$ cat config.mk
export PLATFORM = sky130hd
export DESIGN_NAME = serial_ctrl_flat
export DESIGN_NICKNAME = d
export VERILOG_FILES = /design/src/rtl/serial_ctrl_if.sv /design/src/rtl/serial_ctrl.sv /design/src/flat_wrapper.sv
export SDC_FILE = /design/constraint.sdc
export NUM_CORES = 1
export LEC_CHECK = 0
export BUFFER_PORTS_ARGS = -buffer_cell sky130_fd_sc_hd__buf_2
export CAP_MARGIN = 10
export CORE_MARGIN = 2
export CORE_UTILIZATION = 58
export DETAILED_ROUTE_END_ITERATION = 16
export PLACE_DENSITY = 0.84
export SLEW_MARGIN = 10
export SYNTH_ARGS = -nofsm -noshare
export SYNTH_HDL_FRONTEND = slang
export SYNTH_SLANG_ARGS = --single-unit
$ cat constraint.sdc
create_clock -name clk -period 2.15 [get_ports clk]
set_input_delay 0.215 -clock clk [delete_from_list [all_inputs] [get_ports clk]]
set_output_delay 0.215 -clock clk [all_outputs]
set_load 0.01 [all_outputs]
$ cat src/rtl/serial_ctrl_if.sv
// MMU-side register bus of the UART controller: one access per enable_i cycle, status flags back.
// Fixed one-cycle access, no stall: the MMU polls sendComplete_o/receiveComplete_o instead of waiting.
interface serial_ctrl_if;
    logic        enable_i;
    logic        readWrite_i;
    logic [15:0] dataWrite_i;
    logic [15:0] dataRead_o;
    logic        sendComplete_o;
    logic        receiveComplete_o;

    modport master (
        output enable_i,
        output readWrite_i,
        output dataWrite_i,
        input  dataRead_o,
        input  sendComplete_o,
        input  receiveComplete_o
    );

    modport slave (
        input  enable_i,
        input  readWrite_i,
        input  dataWrite_i,
        output dataRead_o,
        output sendComplete_o,
        output receiveComplete_o
    );
endinterface

$ cat src/rtl/serial_ctrl.sv
// 8N1 UART controller: CPU writes serialise onto uart_txd_o, uart_rxd_i fills a one-byte buffer.
// Frame = 10*CLKS_PER_BIT cycles; writes while busy are dropped, an unread byte is overwritten.
module serial_ctrl #(
    parameter int CLKS_PER_BIT = 434
) (
    input  logic         clk,
    input  logic         rst,
    serial_ctrl_if.slave bus,
    input  logic         uart_rxd_i,
    output logic         uart_txd_o
);
    localparam int CW = (CLKS_PER_BIT > 1) ? $clog2(CLKS_PER_BIT) : 1;
    localparam logic [CW-1:0] BIT_LAST  = CW'(CLKS_PER_BIT - 1);
    localparam logic [CW-1:0] HALF_LAST = CW'(CLKS_PER_BIT / 2 - 1);

    typedef enum logic [1:0] {TX_IDLE, TX_START, TX_DATA, TX_STOP} tx_state_e;
    typedef enum logic [2:0] {RX_IDLE, RX_START, RX_DATA, RX_STOP, RX_WAIT_HIGH} rx_state_e;

    tx_state_e       tx_state_q, tx_state_d;
    logic [CW-1:0]   tx_cnt_q, tx_cnt_d;
    logic [2:0]      tx_bit_q, tx_bit_d;
    logic [7:0]      tx_shift_q, tx_shift_d;
    logic            txd_q, txd_d;
    logic            send_done_q, send_done_d;

    rx_state_e       rx_state_q, rx_state_d;
    logic [CW-1:0]   rx_cnt_q, rx_cnt_d;
    logic [2:0]      rx_bit_q, rx_bit_d;
    logic [7:0]      rx_shift_q, rx_shift_d;
    logic [7:0]      rx_buf_q, rx_buf_d;
    logic            rx_done_q, rx_done_d;
    logic            rxd_meta_q, rxd_s_q;

    logic wr_stb, rd_stb;
    logic unused_wr_hi;

    assign wr_stb       = bus.enable_i & bus.readWrite_i;
    assign rd_stb       = bus.enable_i & ~bus.readWrite_i;
    assign unused_wr_hi = &{1'b0, bus.dataWrite_i[15:8]};

    assign uart_txd_o            = txd_q;
    assign bus.sendComplete_o    = send_done_q;
    assign bus.receiveComplete_o = rx_done_q;
    assign bus.dataRead_o        = {8'h00, rx_buf_q};

    always_comb begin
        tx_state_d  = tx_state_q;
        tx_cnt_d    = tx_cnt_q;
        tx_bit_d    = tx_bit_q;
        tx_shift_d  = tx_shift_q;
        txd_d       = txd_q;
        send_done_d = send_done_q;
        case (tx_state_q)
            TX_IDLE: begin
                if (wr_stb) begin
                    tx_state_d  = TX_START;
                    tx_cnt_d    = '0;
                    tx_shift_d  = bus.dataWrite_i[7:0];
                    txd_d       = 1'b0;
                    send_done_d = 1'b0;
                end
            end
            TX_START: begin
                if (tx_cnt_q == BIT_LAST) begin
                    tx_state_d = TX_DATA;
                    tx_cnt_d   = '0;
                    tx_bit_d   = '0;
                    txd_d      = tx_shift_q[0];
                end else begin
                    tx_cnt_d = tx_cnt_q + 1'b1;
                end
            end
            TX_DATA: begin
                if (tx_cnt_q == BIT_LAST) begin
                    tx_cnt_d = '0;
                    if (tx_bit_q == 3'd7) begin
                        tx_state_d = TX_STOP;
                        txd_d      = 1'b1;
                    end else begin
                        // Shift register keeps the bit on the line at [0]; [1] is next.
                        tx_bit_d   = tx_bit_q + 1'b1;
                        tx_shift_d = tx_shift_q >> 1;
                        txd_d      = tx_shift_q[1];
                    end
                end else begin
                    tx_cnt_d = tx_cnt_q + 1'b1;
                end
            end
            TX_STOP: begin
                if (tx_cnt_q == BIT_LAST) begin
                    tx_state_d  = TX_IDLE;
                    tx_cnt_d    = '0;
                    send_done_d = 1'b1;
                end else begin
                    tx_cnt_d = tx_cnt_q + 1'b1;
                end
            end
            default: tx_state_d = TX_IDLE;
        endcase
    end

    always_comb begin
        rx_state_d = rx_state_q;
        rx_cnt_d   = rx_cnt_q;
        rx_bit_d   = rx_bit_q;
        rx_shift_d = rx_shift_q;
        rx_buf_d   = rx_buf_q;
        rx_done_d  = rx_done_q;
        if (rd_stb) rx_done_d = 1'b0;
        case (rx_state_q)
            RX_IDLE: begin
                if (!rxd_s_q) begin
                    rx_state_d = RX_START;
                    rx_cnt_d   = '0;
                end
            end
            RX_START: begin
                if (rx_cnt_q == HALF_LAST) begin
                    rx_cnt_d   = '0;
                    rx_bit_d   = '0;
                    rx_state_d = rxd_s_q ? RX_IDLE : RX_DATA;
                end else begin
                    rx_cnt_d = rx_cnt_q + 1'b1;
                end
            end
            RX_DATA: begin
                if (rx_cnt_q == BIT_LAST) begin
                    rx_cnt_d   = '0;
                    rx_shift_d = {rxd_s_q, rx_shift_q[7:1]};
                    if (rx_bit_q == 3'd7) rx_state_d = RX_STOP;
                    else                  rx_bit_d   = rx_bit_q + 1'b1;
                end else begin
                    rx_cnt_d = rx_cnt_q + 1'b1;
                end
            end
            RX_STOP: begin
                if (rx_cnt_q == BIT_LAST) begin
                    rx_cnt_d = '0;
                    if (rxd_s_q) begin
                        // A good byte beats a same-cycle read clear.
                        rx_buf_d   = rx_shift_q;
                        rx_done_d  = 1'b1;
                        rx_state_d = RX_IDLE;
                    end else begin
                        rx_state_d = RX_WAIT_HIGH;
                    end
                end else begin
                    rx_cnt_d = rx_cnt_q + 1'b1;
                end
            end
            RX_WAIT_HIGH: begin
                if (rxd_s_q) rx_state_d = RX_IDLE;
            end
            default: rx_state_d = RX_IDLE;
        endcase
    end

    always_ff @(posedge clk or posedge rst) begin
        if (rst) begin
            tx_state_q  <= TX_IDLE;
            tx_cnt_q    <= '0;
            tx_bit_q    <= '0;
            tx_shift_q  <= '0;
            txd_q       <= 1'b1;
            send_done_q <= 1'b1;
            rx_state_q  <= RX_IDLE;
            rx_cnt_q    <= '0;
            rx_bit_q    <= '0;
            rx_shift_q  <= '0;
            rx_buf_q    <= '0;
            rx_done_q   <= 1'b0;
            rxd_meta_q  <= 1'b1;
            rxd_s_q     <= 1'b1;
        end else begin
            tx_state_q  <= tx_state_d;
            tx_cnt_q    <= tx_cnt_d;
            tx_bit_q    <= tx_bit_d;
            tx_shift_q  <= tx_shift_d;
            txd_q       <= txd_d;
            send_done_q <= send_done_d;
            rx_state_q  <= rx_state_d;
            rx_cnt_q    <= rx_cnt_d;
            rx_bit_q    <= rx_bit_d;
            rx_shift_q  <= rx_shift_d;
            rx_buf_q    <= rx_buf_d;
            rx_done_q   <= rx_done_d;
            rxd_meta_q  <= uart_rxd_i;
            rxd_s_q     <= rxd_meta_q;
        end
    end
endmodule
$ cat src/flat_wrapper.sv
// flat-port wrapper written by rule: the top's interface ports become plain ports
module serial_ctrl_flat 
#(
    parameter int CLKS_PER_BIT = 434
)
  (clk, rst, uart_rxd_i, uart_txd_o, bus_enable_i, bus_readWrite_i, bus_dataWrite_i, bus_dataRead_o, bus_sendComplete_o, bus_receiveComplete_o);
  serial_ctrl_if bus_i ();
  input  logic clk;
  input  logic rst;
  input  logic uart_rxd_i;
  output logic uart_txd_o;
  input wire logic [$bits(bus_i.enable_i)-1:0] bus_enable_i;
  input wire logic [$bits(bus_i.readWrite_i)-1:0] bus_readWrite_i;
  input wire logic [$bits(bus_i.dataWrite_i)-1:0] bus_dataWrite_i;
  output wire logic [$bits(bus_i.dataRead_o)-1:0] bus_dataRead_o;
  output wire logic [$bits(bus_i.sendComplete_o)-1:0] bus_sendComplete_o;
  output wire logic [$bits(bus_i.receiveComplete_o)-1:0] bus_receiveComplete_o;
  assign bus_i.enable_i = bus_enable_i;
  assign bus_i.readWrite_i = bus_readWrite_i;
  assign bus_i.dataWrite_i = bus_dataWrite_i;
  assign bus_dataRead_o = bus_i.dataRead_o;
  assign bus_sendComplete_o = bus_i.sendComplete_o;
  assign bus_receiveComplete_o = bus_i.receiveComplete_o;
  serial_ctrl #(.CLKS_PER_BIT(CLKS_PER_BIT)) u_core (.clk(clk), .rst(rst), .bus(bus_i), .uart_rxd_i(uart_rxd_i), .uart_txd_o(uart_txd_o));
endmodule
; Word level (Yosys, flattened, before mapping)
; Index checks and enable logic that the tools add are counted.
; Widths: inputs -> output; s select.
[classes]
add_sub_neg = 4
n_eq_ne = 25
n_mux = 45
bitwise = 3
reduce_logical = 20
[op_table]
columns = op, n
row1 = $mux 9, 5
row2 = $mux 3, 13
row3 = $pmux 9 s3, 1
row4 = $mux 8, 3
row5 = $ne 2x1->1 const B, 10
row6 = $add 9x1->9 const B, 2
row7 = $eq 9x9->1 const B, 2
row8 = $pmux 9 s2, 1
row9 = $pmux 8 s2, 1
row10 = $reduce_and 4->1, 4
row11 = $pmux 3 s5, 1
row12 = $mux 2, 6
row13 = $pmux 3 s2, 2
row14 = $eq 3x3->1 const B, 3
row15 = $eq 9x8->1 const B, 1
row16 = $mux 1, 9
row17 = $pmux 2 s4, 1
row18 = $reduce_bool 2->1, 4
row19 = $add 3x1->3 const B, 2
row20 = $eq 3x2->1 const B, 2
row21 = $ne 2x2->1 const B, 3
row22 = $reduce_and 3->1, 2
row23 = $reduce_and 6->1, 1
row24 = $reduce_bool 3->1, 2
row25 = other kinds (13), 16
[word_totals]
reg_bits = 58
input_bits = 21
out_inout_bits = 19
word_cells = 111

; Depth between registers and ports, before layout
[depth]
depth_word = 6
mapped_depth = 7
mapped_depth_nobuf = 6

; Least setup slack after synthesis
; OpenSTA, ideal clock, no wires.
[synth_timing]
path_type = register to register
start = register u_core.tx_state_q[0]
end = register u_core.tx_state_q[1]
setup_ns = 0.125
t_arrival_ns = 1.860
t_required_ns = 2.025
setup_slack_ns = 0.165
path_stages_with_launch = 7
n_path_buf = 1
synth_period_minus_slack_ns = 1.985
path_cell_list = dfrtp_1 -> inv_1 -> ha_1 -> clkbuf_1 -> or3_1 -> a211oi_1 -> mux2_2
[synth_between]
elab_chain_len = 3
[synth_rtl]
columns = element, line_no
row1 = start: declaration, serial_ctrl.sv:19  ; tx_state_e tx_state_q, tx_state_d;
row2 = start signal: assignment, serial_ctrl.sv:175  ; tx_state_q <= tx_state_d;
row3 = $eq 2x2->1 (tied with other cells), serial_ctrl.sv:53  ; case (tx_state_q)
row4 = $ne 2x1->1 (no line), --
row5 = $reduce_and 5->1 (no line), --
; Parallel ways exist; a longest one is shown, timed or not.
; A chain may end at the register's enable or synchronous reset.

; Worst setup path after layout
[layout_timing]
start = register u_core.rx_cnt_q[0]
end = register u_core.rx_buf_q[2]
[layout_between]
elab_chain_len = 2
[layout_rtl]
columns = element, line_no
row1 = start: declaration, serial_ctrl.sv:27  ; logic [CW-1:0] rx_cnt_q, rx_cnt_d;
row2 = start signal: assignment, serial_ctrl.sv:182  ; rx_cnt_q <= rx_cnt_d;
row3 = $eq 9x9->1, serial_ctrl.sv:137  ; if (rx_cnt_q == BIT_LAST) begin
row4 = $reduce_and 3->1 (no line), --
row5 = end signal: assignment, serial_ctrl.sv:185  ; rx_buf_q <= rx_buf_d;
row6 = end: declaration, serial_ctrl.sv:30  ; logic [7:0] rx_buf_q, rx_buf_d;
; No other way between the ends.

==> run summary <==
The leading register cell type out of synthesis is sky130_fd_sc_hd__dfrtp_1. The clock-pin slew on the worst setup and hold paths was 0.07 ns; the layout filler cell count was 364. Detailed-placement wirelength estimate: 4031 µm. CTS built an H-tree with a depth of 3. The worst setup path is launched from a flop. IR analysis of the VDD net gives a maximum drop of 0.6942 mV. The run gives 2,118 as the via count of the first global-routing pass.

On the critical path the largest part of the delay comes from simple AND/OR/NAND/NOR gates. Setup repair after global routing left no endpoint under its margin. The total area inside the core boundary comes to 5107 µm². In this run the power density over the cells is 648.0 nW/µm². The later pin in the worst-skew pair is clocked with a latency of 0.34 ns. The flow ran to the end, and the final reports show no timing, DRC or antenna violations. For this run, the detailed router's first-pass iteration total came to 4. For this design the static power due to leakage is 1.713 nW.

The worst setup path is captured at a flop. Routability-driven placement finished with a final weighted congestion of 0.8726. The run gives 0 as the number of antenna violations at the first check in global routing. The die extent in x was 76.78 µm; the critical-path maximum fanout was 9.

Port buffering added 23 buffers. The logs give 359 for the post-layout net count and 5894 µm² for the die area. The aggregate global-route resource usage came out at 21.90%. The share of synthesized area in the top cell type comes to 43.99%.

The tools report the routed wire length as 5842 µm. In the final layout, flip-flops and latches occupy 1456 µm². Based on the critical path, the design can be clocked at up to 0.4871 GHz. Clock tree synthesis found a total of 58 sinks.

Once placement finished, the instance area stood at 3299 µm². Averaged over all synthesized cells, the footprint is 10.82 µm². Kind of critical path: reg2reg. The total power consumption of the routed design is 0.002298 W.

Of the cells placed in the final design, the portion with a size suffix greater than 1 is 30.09%. Counting flops and latches in the post-synthesis netlist gives 58. TritonCTS built the clock tree. 0 antenna diodes ended up in the layout.

For the pin with the worst max-slew slack, the measured transition is 0.6058 ns. The largest individual stage delay along the critical path comes from the cell sky130_fd_sc_hd__and4_1. The tools report the number of clock buffers inserted by TritonCTS as 9. The area of combinational cells with multiple inputs came out at 1499 µm².

The initial core utilization came out at 60.14%. Entering global routing, the biggest net connects 30 pins. The share of flip-flops with an asynchronous set or reset was 100.0%.

The tools report the final core utilization as 69.45%. The critical path goes through buf_4, ha_1, nand4b_1, nor3_1, and4_1, mux2_2. By area the synthesized netlist is led by sky130_fd_sc_hd__dfrtp_1 (44%), sky130_fd_sc_hd__mux2_2 (12%), sky130_fd_sc_hd__ha_1 (5.7%). The logs give 0 for the count of max-cap constraint violations and 0 for the remaining number of nets flagged by the antenna check after routing. The vias per cell is 5.607, and the global routing usage on met3 is 7.176%. The count of final hold-check violations was 0.

Largest buffer count on any clock path: 2. The tools report the root buffer cell as sky130_fd_sc_hd__clkbuf_8. The overall overflow remaining after global route was 0; the met2 usage in global routing was 35.79%. Headroom to the max-slew limit came out at 59.55%. After routing, the total negative slack on setup checks comes to 0 ns. The cell count after synthesis is 284, and the residual DRC count is 0.

The sequential element share of the synthesized area is 47.41%, and the data arrival time of the worst path is 2.27 ns. The final critical path time including I/O delays and setup is 2.053 ns. The number of buffer and inverter stages on the critical path works out to 1.

The area growth from synthesis to layout is 15.48%. In this run, synthesis inferred 0 flip-flops with an integrated enable. After the first detailed-routing iteration, the DRC count stood at 112. The final route contains 2,237 vias. Pin placement for this block handled 40 I/O pins. The worst path uses 95.48% of the clock period.

The number of pins with negative max-slew slack in the final report is 0. After synthesis the cells add up to 3072 µm². Summing all non-filler instances in the final layout gives an area of 3547 µm². The first global-routing pass estimated 10,110 µm of wire. In this run the most used layer during global routing was met2.

The number of setup violations in the final report is 0, and the post-detailed-route wirelength per cell is 14.64 µm. During synthesis, Yosys emitted a total of 0 warnings. The floorplan die height works out to 76.78 µm.

Synthesis instantiated 53 different standard cells from the library. Worst hold path class: in2reg. The logs give 2.37 ns for the required time at the endpoint of the critical path and 0 for the buffer count from post-CTS setup fixing. The run gives 28.07% as the met1 usage. The largest total area in the synthesized netlist belongs to sky130_fd_sc_hd__dfrtp_1.

The post-route clock skew is 0.008900 ns. In this run the core area contains 26 standard-cell rows. The largest single stage delay on the critical path is 0.55 ns.
-- through the flow --
step	instances	hold WS, ns	worst slack (ns)
after floorplan	291	0.2195	0.1652
after global placement	381	0.3197	0.1767
after detailed placement	381	0.3257	0.1174
after CTS	399	0.1363	0.08018
after global routing	399	0.1453	0.02492
final	399	0.1498	0.09722
-- logic make-up after synthesis --
group	count (synthesis)	synth area share [%]
XOR/XNOR	6	1.711
other	1	0.1221
flip-flops	58	47.41
AND/OR/NAND/NOR	92	15.64
buffers and inverters	27	4.684
adder cells (fa/ha/maj)	14	5.703
AO/OA/AOI/OAI	47	10.47
multiplexers	39	14.26
-- cell type report --
class | count | share of cell area (%)
Multi-Input combinational cell | 206 | 42.26
Tap cell | 70 | 2.469
Timing Repair Buffer | 39 | 6.772
Clock buffer | 9 | 3.492
Sequential cell | 58 | 41.06
Inverter | 10 | 1.058
Clock inverter | 7 | 2.892
-- cell usage after synthesis, drive strengths merged, types with 4 or more instances --
library cell and count:
nor2 19, a21oi 4, mux2 35, o211ai 4, ha 14, o21ai 15, dfstp 4, nor3 10
clkbuf 6, inv 10, nand2 30, mux2i 4, a22o 6, dfrtp 54, nor2b 4, xnor2 4
nand4 4, nand3 6, buf 11
-- where the power goes --
| part | internal (W) | total (W) | switching, W |
|---|---|---|---|
| combinational | 0.0000234 | 0.0000589 | 0.0000356 |
| clock | 0.000661 | 0.00113 | 0.000471 |
| sequential | 0.00110 | 0.00111 | 0.00000558 |
| total | 0.00179 | 0.00230 | 0.000513 |
-- layer usage --
| metal | wire [µm] | up-vias |
|---|---|---|
| met5 | 0 | - |
| met4 | 74 | 0 |
| met3 | 245 | 7 |
| met2 | 2962 | 51 |
| met1 | 2559 | 1100 |
| li1 | - | 1079 |
-- repair_timing --
item | CTS | global route
hold endpoints to repair | 25 | 0
endpoints found under the setup margin | 0 | 3
resized for setup | 0 | 1
hold buffers | 2 | 0
-- sequential cells by signal (all words and copies together), names as in the netlist --
signal / count
u_core.rx_state_q: 3
u_core.rx_cnt_q: 9
u_core.tx_cnt_q: 9
u_core.uart_txd_o: 1
u_core.bus.receiveComplete_o: 1
u_core.rx_buf_q: 8
u_core.rx_shift_q: 8
u_core.rxd_meta_q: 1
u_core.tx_state_q: 2
u_core.tx_shift_q: 8
u_core.tx_bit_q: 3
u_core.rx_bit_q: 3
u_core.bus.sendComplete_o: 1
u_core.rxd_s_q: 1
-- tightest hold or removal path: cells and delay by family --
family	cells	cell delay, ns
buffers and inverters	1	0.08
AND/OR/NAND/NOR	2	0.16
-- layout by cell type, fill, tap and decap left out, drive strengths merged, types with 3 or more instances in the layout --
| master | netlist | routed |
|---|---|---|
| a21oi | 4 | 4 |
| clkinv | 0 | 3 |
| clkbuf | 6 | 9 |
| ha | 14 | 14 |
| nor3 | 10 | 10 |
| xnor2 | 4 | 4 |
| nand2 | 30 | 30 |
| a21o | 3 | 3 |
| nor2 | 19 | 19 |
| mux2 | 35 | 35 |
| inv | 10 | 11 |
| conb | 1 | 8 |
| nor2b | 4 | 4 |
| o21ai | 15 | 15 |
| a22o | 6 | 6 |
| nand2b | 3 | 3 |
| nand3 | 6 | 6 |
| dfrtp | 54 | 54 |
| nand4 | 4 | 4 |
| mux2i | 4 | 4 |
| buf | 11 | 37 |
| dfstp | 4 | 4 |
| o211ai | 4 | 4 |
-- final timing paths --
check | startpoint | to | slack (ns) | depth (start not counted)
hold reg to reg | u_core.rxd_meta_q | u_core.rxd_s_q | 0.36 | 0
min in group asynchronous | rst | u_core.rx_state_q[0] | 0.49 | 3
setup / recovery | u_core.rx_cnt_q[0] | u_core.rx_buf_q[2] | 0.1 | 6
max in group asynchronous | rst | u_core.tx_shift_q[3] | 0.97 | 4
hold / removal | bus_dataWrite_i[7] | u_core.tx_shift_q[7] | 0.15 | 3
setup reg to reg | u_core.rx_cnt_q[0] | u_core.rx_buf_q[2] | 0.1 | 6
No activity file was read; power rests on OpenSTA's default activity.
